[src/rtl/disp_pkg.sv]
// Shared types and constants for the 7-segment scan controller.
package disp_pkg;

   typedef enum logic [1:0] {
      IDLE  = 2'd0,
      SHOW  = 2'd1,
      BLANK = 2'd2
   } state_e;

   localparam logic [7:0] ANODES_OFF = 8'hFF;
   localparam int         DIGIT_W    = 4;

   // A digit k>0 is a leading zero when its nibble and all nibbles above it are zero.
   function automatic logic lz_blank(input logic [1:0] k, input logic [15:0] v);
      logic [15:0] upper;
      upper = v >> {k, 2'b00};
      return (k != 2'd0) && (upper == 16'h0000);
   endfunction

endpackage

[src/rtl/scan_timer.sv]
// Loadable down-counter; done is high while the count sits at zero, so a slot
// loaded with N-1 lasts exactly N cycles.
module scan_timer #(
   parameter int CW = 4
) (
   input  logic          clk,
   input  logic          rst_n,
   input  logic          load,
   input  logic [CW-1:0] load_val,
   output logic          done
);

   logic [CW-1:0] cnt_q, cnt_d;

   // Reload on a slot change, otherwise count down and park at zero.
   always_comb begin
      cnt_d = cnt_q;
      if (load)
         cnt_d = load_val;
      else if (cnt_q != '0)
         cnt_d = cnt_q - 1'b1;
   end

   // Counter register.
   always_ff @(posedge clk or negedge rst_n) begin
      if (!rst_n) cnt_q <= '0;
      else        cnt_q <= cnt_d;
   end

   assign done = (cnt_q == '0);

endmodule

[src/rtl/display_scan_ctrl.sv]
// Scan controller for a multiplexed active-low 7-segment display. Steps through
// the digits with a blanking gap between them and swaps in new values only at
// frame boundaries (or while idle) so a frame is never torn.
module display_scan_ctrl
   import disp_pkg::*;
#(
   parameter int NUM_DIGITS = 4,
   parameter int TICK_DIV   = 100000,
   parameter int BLANK_CYC  = 1000
) (
   input  logic        clk,
   input  logic        rst_n,
   input  logic        enable,
   input  logic        lz_suppress,
   input  logic        load_valid,
   input  logic [15:0] load_data,
   output logic        load_ready,
   output logic [1:0]  digit_sel,
   output logic [3:0]  digit_val,
   output logic [7:0]  anode_ON,
   output logic        frame_done
);

   localparam int CNT_MAX = (TICK_DIV > BLANK_CYC) ? TICK_DIV : BLANK_CYC;
   localparam int CW      = $clog2(CNT_MAX + 1);

   localparam logic [1:0]    LAST_DIGIT = 2'(NUM_DIGITS - 1);
   localparam logic [CW-1:0] SHOW_LD    = CW'(TICK_DIV - 1);
   localparam logic [CW-1:0] BLANK_LD   = CW'((BLANK_CYC > 0) ? BLANK_CYC - 1 : 0);

   state_e        state_q, state_d;
   logic [1:0]    digit_q, digit_d, nxt_digit;
   logic [15:0]   disp_q, disp_d, pend_q, pend_d;
   logic          pend_v_q, pend_v_d;
   logic [7:0]    anode_q, anode_d;
   logic [3:0]    dval_q, dval_d;
   logic          fdone_q, fdone_d;
   logic          t_load, t_done, boundary, accept, apply;
   logic [CW-1:0] t_val;

   scan_timer #(.CW(CW)) u_timer (
      .clk      (clk),
      .rst_n    (rst_n),
      .load     (t_load),
      .load_val (t_val),
      .done     (t_done)
   );

   // Next-state, handshake and registered-output computation.
   always_comb begin
      state_d   = state_q;
      digit_d   = digit_q;
      disp_d    = disp_q;
      pend_d    = pend_q;
      pend_v_d  = pend_v_q;
      t_load    = 1'b0;
      t_val     = '0;
      boundary  = 1'b0;
      nxt_digit = (digit_q == LAST_DIGIT) ? 2'd0 : digit_q + 2'd1;

      if (!enable) begin
         // Dropping enable parks everything; the counter is cleared on the way out.
         t_load  = (state_q != IDLE);
         state_d = IDLE;
         digit_d = 2'd0;
      end else begin
         case (state_q)
            IDLE: begin
               state_d = SHOW;
               digit_d = 2'd0;
               t_load  = 1'b1;
               t_val   = SHOW_LD;
            end
            SHOW: begin
               if (t_done) begin
                  t_load = 1'b1;
                  if (BLANK_CYC > 0) begin
                     state_d = BLANK;
                     t_val   = BLANK_LD;
                  end else begin
                     digit_d  = nxt_digit;
                     t_val    = SHOW_LD;
                     boundary = (digit_q == LAST_DIGIT);
                  end
               end
            end
            BLANK: begin
               if (t_done) begin
                  state_d  = SHOW;
                  digit_d  = nxt_digit;
                  t_load   = 1'b1;
                  t_val    = SHOW_LD;
                  boundary = (digit_q == LAST_DIGIT);
               end
            end
            default: state_d = IDLE;
         endcase
      end

      // A load taken on an apply cycle skips the pending register entirely.
      accept = load_valid && !pend_v_q;
      apply  = boundary || (state_q == IDLE);
      if (apply) begin
         if (accept)        disp_d = load_data;
         else if (pend_v_q) disp_d = pend_q;
         pend_v_d = 1'b0;
      end else if (accept) begin
         pend_d   = load_data;
         pend_v_d = 1'b1;
      end

      // Outputs follow the next state so they switch on the same edge.
      anode_d = ANODES_OFF;
      if (state_d == SHOW && !(lz_suppress && lz_blank(digit_d, disp_d)))
         anode_d = ANODES_OFF & ~(8'h01 << digit_d);
      dval_d  = disp_d[{digit_d, 2'b00} +: DIGIT_W];
      fdone_d = boundary;
   end

   // State, data and output registers.
   always_ff @(posedge clk or negedge rst_n) begin
      if (!rst_n) begin
         state_q  <= IDLE;
         digit_q  <= 2'd0;
         disp_q   <= 16'h0000;
         pend_q   <= 16'h0000;
         pend_v_q <= 1'b0;
         anode_q  <= ANODES_OFF;
         dval_q   <= 4'h0;
         fdone_q  <= 1'b0;
      end else begin
         state_q  <= state_d;
         digit_q  <= digit_d;
         disp_q   <= disp_d;
         pend_q   <= pend_d;
         pend_v_q <= pend_v_d;
         anode_q  <= anode_d;
         dval_q   <= dval_d;
         fdone_q  <= fdone_d;
      end
   end

   assign load_ready = !pend_v_q;
   assign digit_sel  = digit_q;
   assign digit_val  = dval_q;
   assign anode_ON   = anode_q;
   assign frame_done = fdone_q;

endmodule

[config.mk]
export PLATFORM = sky130hd
export DESIGN_NAME = display_scan_ctrl
export DESIGN_NICKNAME = d
export VERILOG_FILES = /design/src/rtl/disp_pkg.sv /design/src/rtl/scan_timer.sv /design/src/rtl/display_scan_ctrl.sv
export SDC_FILE = /design/constraint.sdc
export NUM_CORES = 1
export LEC_CHECK = 0
export BUFFER_PORTS_ARGS = -buffer_cell sky130_fd_sc_hd__buf_2
export CAP_MARGIN = 20
export CORE_ASPECT_RATIO = 0.6
export CORE_UTILIZATION = 63
export CTS_BUF_LIST = sky130_fd_sc_hd__clkbuf_16
export CTS_CLUSTER_DIAMETER = 60
export CTS_CLUSTER_SIZE = 20
export DETAILED_ROUTE_END_ITERATION = 16
export MAX_ROUTING_LAYER = met4
export PLACE_DENSITY = 0.82
export SETUP_SLACK_MARGIN = 0.02
export SYNTH_ARGS = -nofsm -noshare
export SYNTH_HDL_FRONTEND = slang
export SYNTH_SLANG_ARGS = --single-unit
[constraint.sdc]
create_clock -name clk -period 5.8 [get_ports clk]
set_input_delay 0.29 -clock clk [delete_from_list [all_inputs] [get_ports clk]]
set_output_delay 0.29 -clock clk [all_outputs]
set_load 0.005 [all_outputs]
Yosys cells after proc, flatten, opt, wreduce, memory -nomap -nowiden
Index checks and enable logic that the tools add are counted.
- add/sub/neg operators: 2
- equal/unequal tests: 4
- shift-type cells: 3
- muxes and demuxes: 26
- bitwise gates (word level): 2
- reduce and logical (&&, ||, !) cells: 17
- operator list (cell ; count):
    $mux 17 ; 4
    $pmux 17 s3 ; 1
    $mux 16 ; 3
    $logic_not 17->1 ; 1
    $reduce_bool 17->1 ; 1
    $sub 17x1->17 const B ; 1
    $logic_not 16->1 ; 1
    $shiftx 16x5->4 ; 1
    $shr 16x4->16 ; 1
    $mux 2 ; 6
    $mux 10 ; 1
    $mux 8 ; 1
    $not 8->8 ; 1
    $reduce_bool 2->1 ; 4
    $shl 1x2->8 const A ; 1
    $mux 1 ; 7
    $pmux 2 s3 ; 1
    $eq 2x1->1 const B ; 2
    $eq 2x2->1 const B ; 2
    $logic_and 1x1->1 ; 4
    $pmux 2 s2 ; 1
    $add 2x1->2 const B ; 1
    $logic_not 1->1 ; 2
    $logic_not 2->1 ; 1
    other kinds (5) ; 5
- flip-flop bits (word level): 67
- bits of input ports: 21
- output and inout port bits: 16
- word-level logic and storage cells: 63

Logic depth before layout (Yosys ltp)
- word-level depth: 13
- mapped depth: 12
- mapped depth without buffers: 11

Modules after synthesis
A second synthesis with hierarchy kept.
- cells, all modules: 330
- area total of the unflattened synthesis: 3400.8 µm²
- modules (own cells, without submodules) (module ; times used ; cells an instance ; area each (µm²) ; seq. area each (µm²)):
    display_scan_ctrl ; 1 ; 221 ; 2367.3 ; 1156.1
    scan_timer ; 1 ; 109 ; 1033.5 ; 425.4

Worst setup path before layout
No wires, ideal clock.
- path type: reg2reg
- start point: register u_timer.cnt_q[0]
- end point: register anode_q[2], in the netlist anode_ON[2]
- setup time: 99 ps
- data arrival time: 2301 ps
- data required time: 5701 ps
- slack: 3401 ps
- cell stages (with the launch flop): 11
- buffers on the path: 0
- clock period less this slack: 2399 ps
- cell sequence: dfrtp_1 > inv_1 > ha_1 > nor3b_1 > nand2_1 > nor3b_4 > mux2_2 > a311oi_1 > nor4b_2 > nand4b_1 > nand4_1
- cells in the longest elaborated chain, start to end: 13
- elaborated cells on any way between the ends: 24
- classes of those cells: eq/ne (1); shift (2); mux (12); bitwise (1); reduce/logical (8)
- RTL lines (item ; line ; text):
    start: declaration ; scan_timer.sv:13 ; logic [CW-1:0] cnt_q, cnt_d;
    start signal: assignment ; scan_timer.sv:27 ; else cnt_q <= cnt_d;
    $logic_not 17->1 * ; scan_timer.sv:30 ; assign done = (cnt_q == '0);
    $mux 1 ; display_scan_ctrl.sv:88 ; if (t_done) begin
    $mux 1 ; -- ;
    $mux 1 ; display_scan_ctrl.sv:61 ; if (!enable) begin
    $logic_or 1x1->1 ; display_scan_ctrl.sv:102 ; apply = boundary || (state_q == IDLE);
    $mux 16 ; display_scan_ctrl.sv:103 ; if (apply) begin
    $shr 16x4->16 ; disp_pkg.sv:16 ; upper = v >> {k, 2'b00};
    $logic_not 16->1 ; disp_pkg.sv:17 ; return (k != 2'd0) && (upper == 16'h0000);
    $logic_and 1x1->1 ; disp_pkg.sv:17 ;
    $logic_and 1x1->1 ; display_scan_ctrl.sv:114 ; if (state_d == SHOW && !(lz_suppress && lz_blank(digit_d, disp_d)))
    $logic_not 1->1 ; display_scan_ctrl.sv:114 ;
    $logic_and 1x1->1 ; display_scan_ctrl.sv:114 ;
    $mux 8 * ; display_scan_ctrl.sv:114 ;
    named net anode_d[2] ; display_scan_ctrl.sv:35 ; logic [7:0] anode_q, anode_d;
    end signal: assignment ; display_scan_ctrl.sv:137 ; anode_q <= anode_d;
    end: declaration ; display_scan_ctrl.sv:35 ;
The timed path passes the listed nets; every way through them passes the cells marked *.
A chain may end at the register's enable or synchronous reset.

Worst setup path after layout
- start point: register state_q[0]
- end point: register anode_q[3], in the netlist anode_ON[3]
- cells in the longest elaborated chain, start to end: 12
- elaborated cells on any way between the ends: 24
- classes of those cells: eq/ne (3); shift (2); mux (10); bitwise (1); reduce/logical (8)
- RTL lines (item ; line ; text):
    start: declaration ; display_scan_ctrl.sv:31 ; state_e state_q, state_d;
    start signal: assignment ; display_scan_ctrl.sv:132 ; state_q <= state_d;
    $eq 2x2->1 ; display_scan_ctrl.sv:67 ; case (state_q)
    $mux 1 ; -- ;
    $mux 1 ; display_scan_ctrl.sv:61 ;
    $logic_or 1x1->1 ; display_scan_ctrl.sv:102 ;
    $mux 16 ; display_scan_ctrl.sv:103 ;
    $shr 16x4->16 ; disp_pkg.sv:16 ;
    $logic_not 16->1 ; disp_pkg.sv:17 ;
    $logic_and 1x1->1 ; disp_pkg.sv:17 ;
    $logic_and 1x1->1 ; display_scan_ctrl.sv:114 ;
    $logic_not 1->1 ; display_scan_ctrl.sv:114 ;
    $logic_and 1x1->1 ; display_scan_ctrl.sv:114 ;
    $mux 8 * ; display_scan_ctrl.sv:114 ;
    named net anode_d[3] ; display_scan_ctrl.sv:35 ;
Marks and branches as above.

==> impl_metrics.csv <==
group,metric,value,unit
status,status,"completed",
clock_network,h-tree-depth,3,
setup_path,path_class,"flop to flop",
logic_synthesis,synth_seq_cells,63,
logic_synthesis,synthAdderAreaFrac,0.0291,
logic_synthesis,syn_area_per_cell,9.88,um^2
cells_and_area,syn_to_final_growth,14.5,%
setup_path,end_kind,"flop",
logic_synthesis,synth_compound_area_frac,0.167,
timing,final.setup_skew,0.00654,ns
clock_network,cts_tree,"yes",
clock_network,cts_made_buffers,9,
global_route,gr-total-overflow,0,
setup_path,timing.rr.start,"state_q[0]",
placed_design,dp_hpwl,5.75,mm
global_route,grt_pass1_wl,12.9,mm
run,drv_cap,0,
global_route,antenna_found_initial,0,
clock_network,max-clock-path-buffers,2,
floorplan,core-area,5130,um^2
global_route,grt_usage,0.310,
placed_design,place.gp.congestion,0.899,
setup_path,cp_data_arrival_time,3.63,ns
floorplan,rows,20,
logic_synthesis,synth-simple-area-share,0.183,
placed_design,numPortBuffers,32,
cells_and_area,drive_gt1_frac,0.188,
clock_network,post_cts_buffers,0,
timing,clock.fmax,0.296,GHz
power,total_power,1.34,mW
floorplan,pin_count,37,
setup_path,crit_path_start_kind,"flop",
min_path,min_path_type,"primary input to asynchronous set/reset pin",
clock_network,root_buffer,"clkbuf_16",
routing,drt_iter0_markers,214,
routing,remaining_drc_errors,0,
logic_synthesis,async_flop_share,1.00,
cells_and_area,diodes,0,
clock_network,insertion_delay,0.33,ns
timing,final_max_slew_viol_count,0,
clock_network,cts_sinks,63,
logic_synthesis,netlist_area,3400,um^2
power,p_leak,1.79,nW
cells_and_area,nets,406,
clock_network,cts-resized-gates,0,
routing,routed_via_density,6.27,
logic_synthesis,synth_edf_count,0,
cells_and_area,multiInputGateArea,1670,um^2
power,ir_drop,0.000279,V
logic_synthesis,synthesis.instances,344,
logic_synthesis,yosys.area_share.xor_xnor,0.0309,
timing,setup_viol,0,
cells_and_area,fillers,362,
floorplan,initial_core_util,0.662,
setup_path,worst-path-max-fanout,13,
clock_network,clk_pin_slew,0.05,ns
floorplan,fp.dieArea,5700,um^2
routing,avgRoutedWirePerCell,17.6,um
routing,routed-via-count,2817,
logic_synthesis,yosysSeqAreaShare,0.465,
global_route,grt_pass1_vias,2521,
setup_path,cp-startpoint,"state_q[0]",
floorplan,fp.dieW,96.8,um
cells_and_area,seq_area,1580,um^2
timing,max_slew_margin,0.389,
setup_path,critPathRequiredTime,6.06,ns
timing,tns,0,ns
global_route,grt_max_degree,64,
floorplan,die-height,58.9,um
timing,grt_setup_unrepaired,"false",
logic_synthesis,synth_top_family_by_area,"simple AND/OR/NAND/NOR gates",
timing,timing.hold.ws,0.119,ns
logic_synthesis,synth-warning-count,0,
timing,worstMarginPinSlew,0.910,ns
logic_synthesis,synth_cell_types,59,
routing,final_antenna_net_count,0,
logic_synthesis,synth_ff_type,"dfrtp_1",
power,power_density,345,nW/um^2
routing,routed_wirelength,7.90,mm
timing,min_period,3.37,ns
timing,final-hold-violation-count,0,
timing,finalCritPeriodShare,0.582,
clock_network,cts_hold_buf,0,
logic_synthesis,synthMuxAreaShare,0.0777,
routing,firstDrtPassIters,4,
## metrics by stage
stage               utilization  worst slack, ns  area, um^2  cells
floorplan                     -             3.40        3410    347
global placement          0.702             2.74        3600    433
detailed placement        0.702             2.52        3600    433
CTS                       0.759             2.52        3890    449
global route              0.759             2.24        3890    449
finish                    0.759             2.43        3890    449
## registers in the layout, summed over array words and instances, names as in the netlist
name           count
anode_ON           4
digit_sel          2
digit_val          4
disp_q            16
frame_done         1
pend_q            16
pend_v_q           1
state_q            2
u_timer.cnt_q     17
## cell type report
| cell class | count | area share |
|---|---|---|
| multi-input combinational | 248 | 0.430 |
| inverter | 20 | 0.0193 |
| tap | 66 | 0.0212 |
| sequential | 63 | 0.406 |
| clock inverter | 7 | 0.0164 |
| timing repair buffer | 36 | 0.0489 |
| clock buffer | 9 | 0.0579 |
## layout by cell type, fill, tap and decap left out, types with 7 or more instances in the layout
| cell type | netlist | final |
|---|---|---|
| nor3_1 | 9 | 9 |
| buf_2 | 4 | 32 |
| nand2_1 | 19 | 19 |
| nand3_1 | 7 | 7 |
| xor2_1 | 9 | 9 |
| a21oi_1 | 21 | 21 |
| clkbuf_16 | 0 | 9 |
| dfrtp_1 | 59 | 59 |
| a22oi_1 | 10 | 10 |
| inv_1 | 18 | 18 |
| nor2_1 | 41 | 41 |
| mux2_1 | 10 | 10 |
| ha_1 | 7 | 7 |
| o21ai_0 | 13 | 13 |
| mux2_2 | 9 | 9 |
| o21ai_1 | 7 | 7 |
## cell usage after synthesis (8+ instances only)
| cell | n | share of area |
|---|---|---|
| xor2_1 | 9 | 0.023 |
| nand2_1 | 19 | 0.021 |
| clkbuf_1 | 8 | 0.0088 |
| a22oi_1 | 10 | 0.022 |
| a21oi_1 | 21 | 0.031 |
| mux2_1 | 10 | 0.033 |
| nor2_1 | 41 | 0.045 |
| inv_1 | 18 | 0.020 |
| o21ai_0 | 13 | 0.019 |
| mux2_2 | 9 | 0.030 |
| nor3_1 | 9 | 0.013 |
| dfrtp_1 | 59 | 0.43 |
## critical path: stages, from the launching register on
cell and delay, ns:
dfrtp_1 0.41, inv_1 0.10, ha_1 0.21, nor3b_1 0.35, nand4_1 0.24, o21ai_1 0.77
mux2i_1 0.25, maj3_2 0.36, nor4b_2 0.26, nand4b_1 0.22, nand4_1 0.16
## metal layers
layer	vias up	wire length, um	part of all wire	GRT usage
met3	5	610	0.077	0.0748
li1	1299	-	-	-
met5	-	0	0	-
met4	0	47	0.0060	0.0768
met1	1394	4140	0.52	0.493
met2	119	3100	0.39	0.384
## worst paths after layout
| kind | to | slack, ns | cells past startpoint |
|---|---|---|---|
| worst max-delay path | anode_ON[3] | 2.43 | 10 |
| worst min-delay path | u_timer.cnt_q[4] | 0.12 | 2 |
| worst max register to register | anode_ON[3] | 2.43 | 10 |
| worst min register to register | pend_q[14] | 0.48 | 1 |
| max in group asynchronous | digit_sel[1] | 5.16 | 2 |
| min in group clk | pend_q[6] | 0.20 | 2 |
## where the power goes
group	switching, mW	internal [mW]	total, mW
Combinational	0.147	0.109	0.256
Clock	0.191	0.328	0.519
Sequential	0.0532	0.515	0.569
Total	0.391	0.952	1.34
## logic make-up after synthesis
logic type,count (synthesis)
xor+xnor,12
simple gates,114
other cells,1
flops,63
compound gates,86
mux,24
fa+ha+maj,8
buf+inv,36
(Power assumes the default switching activity.)
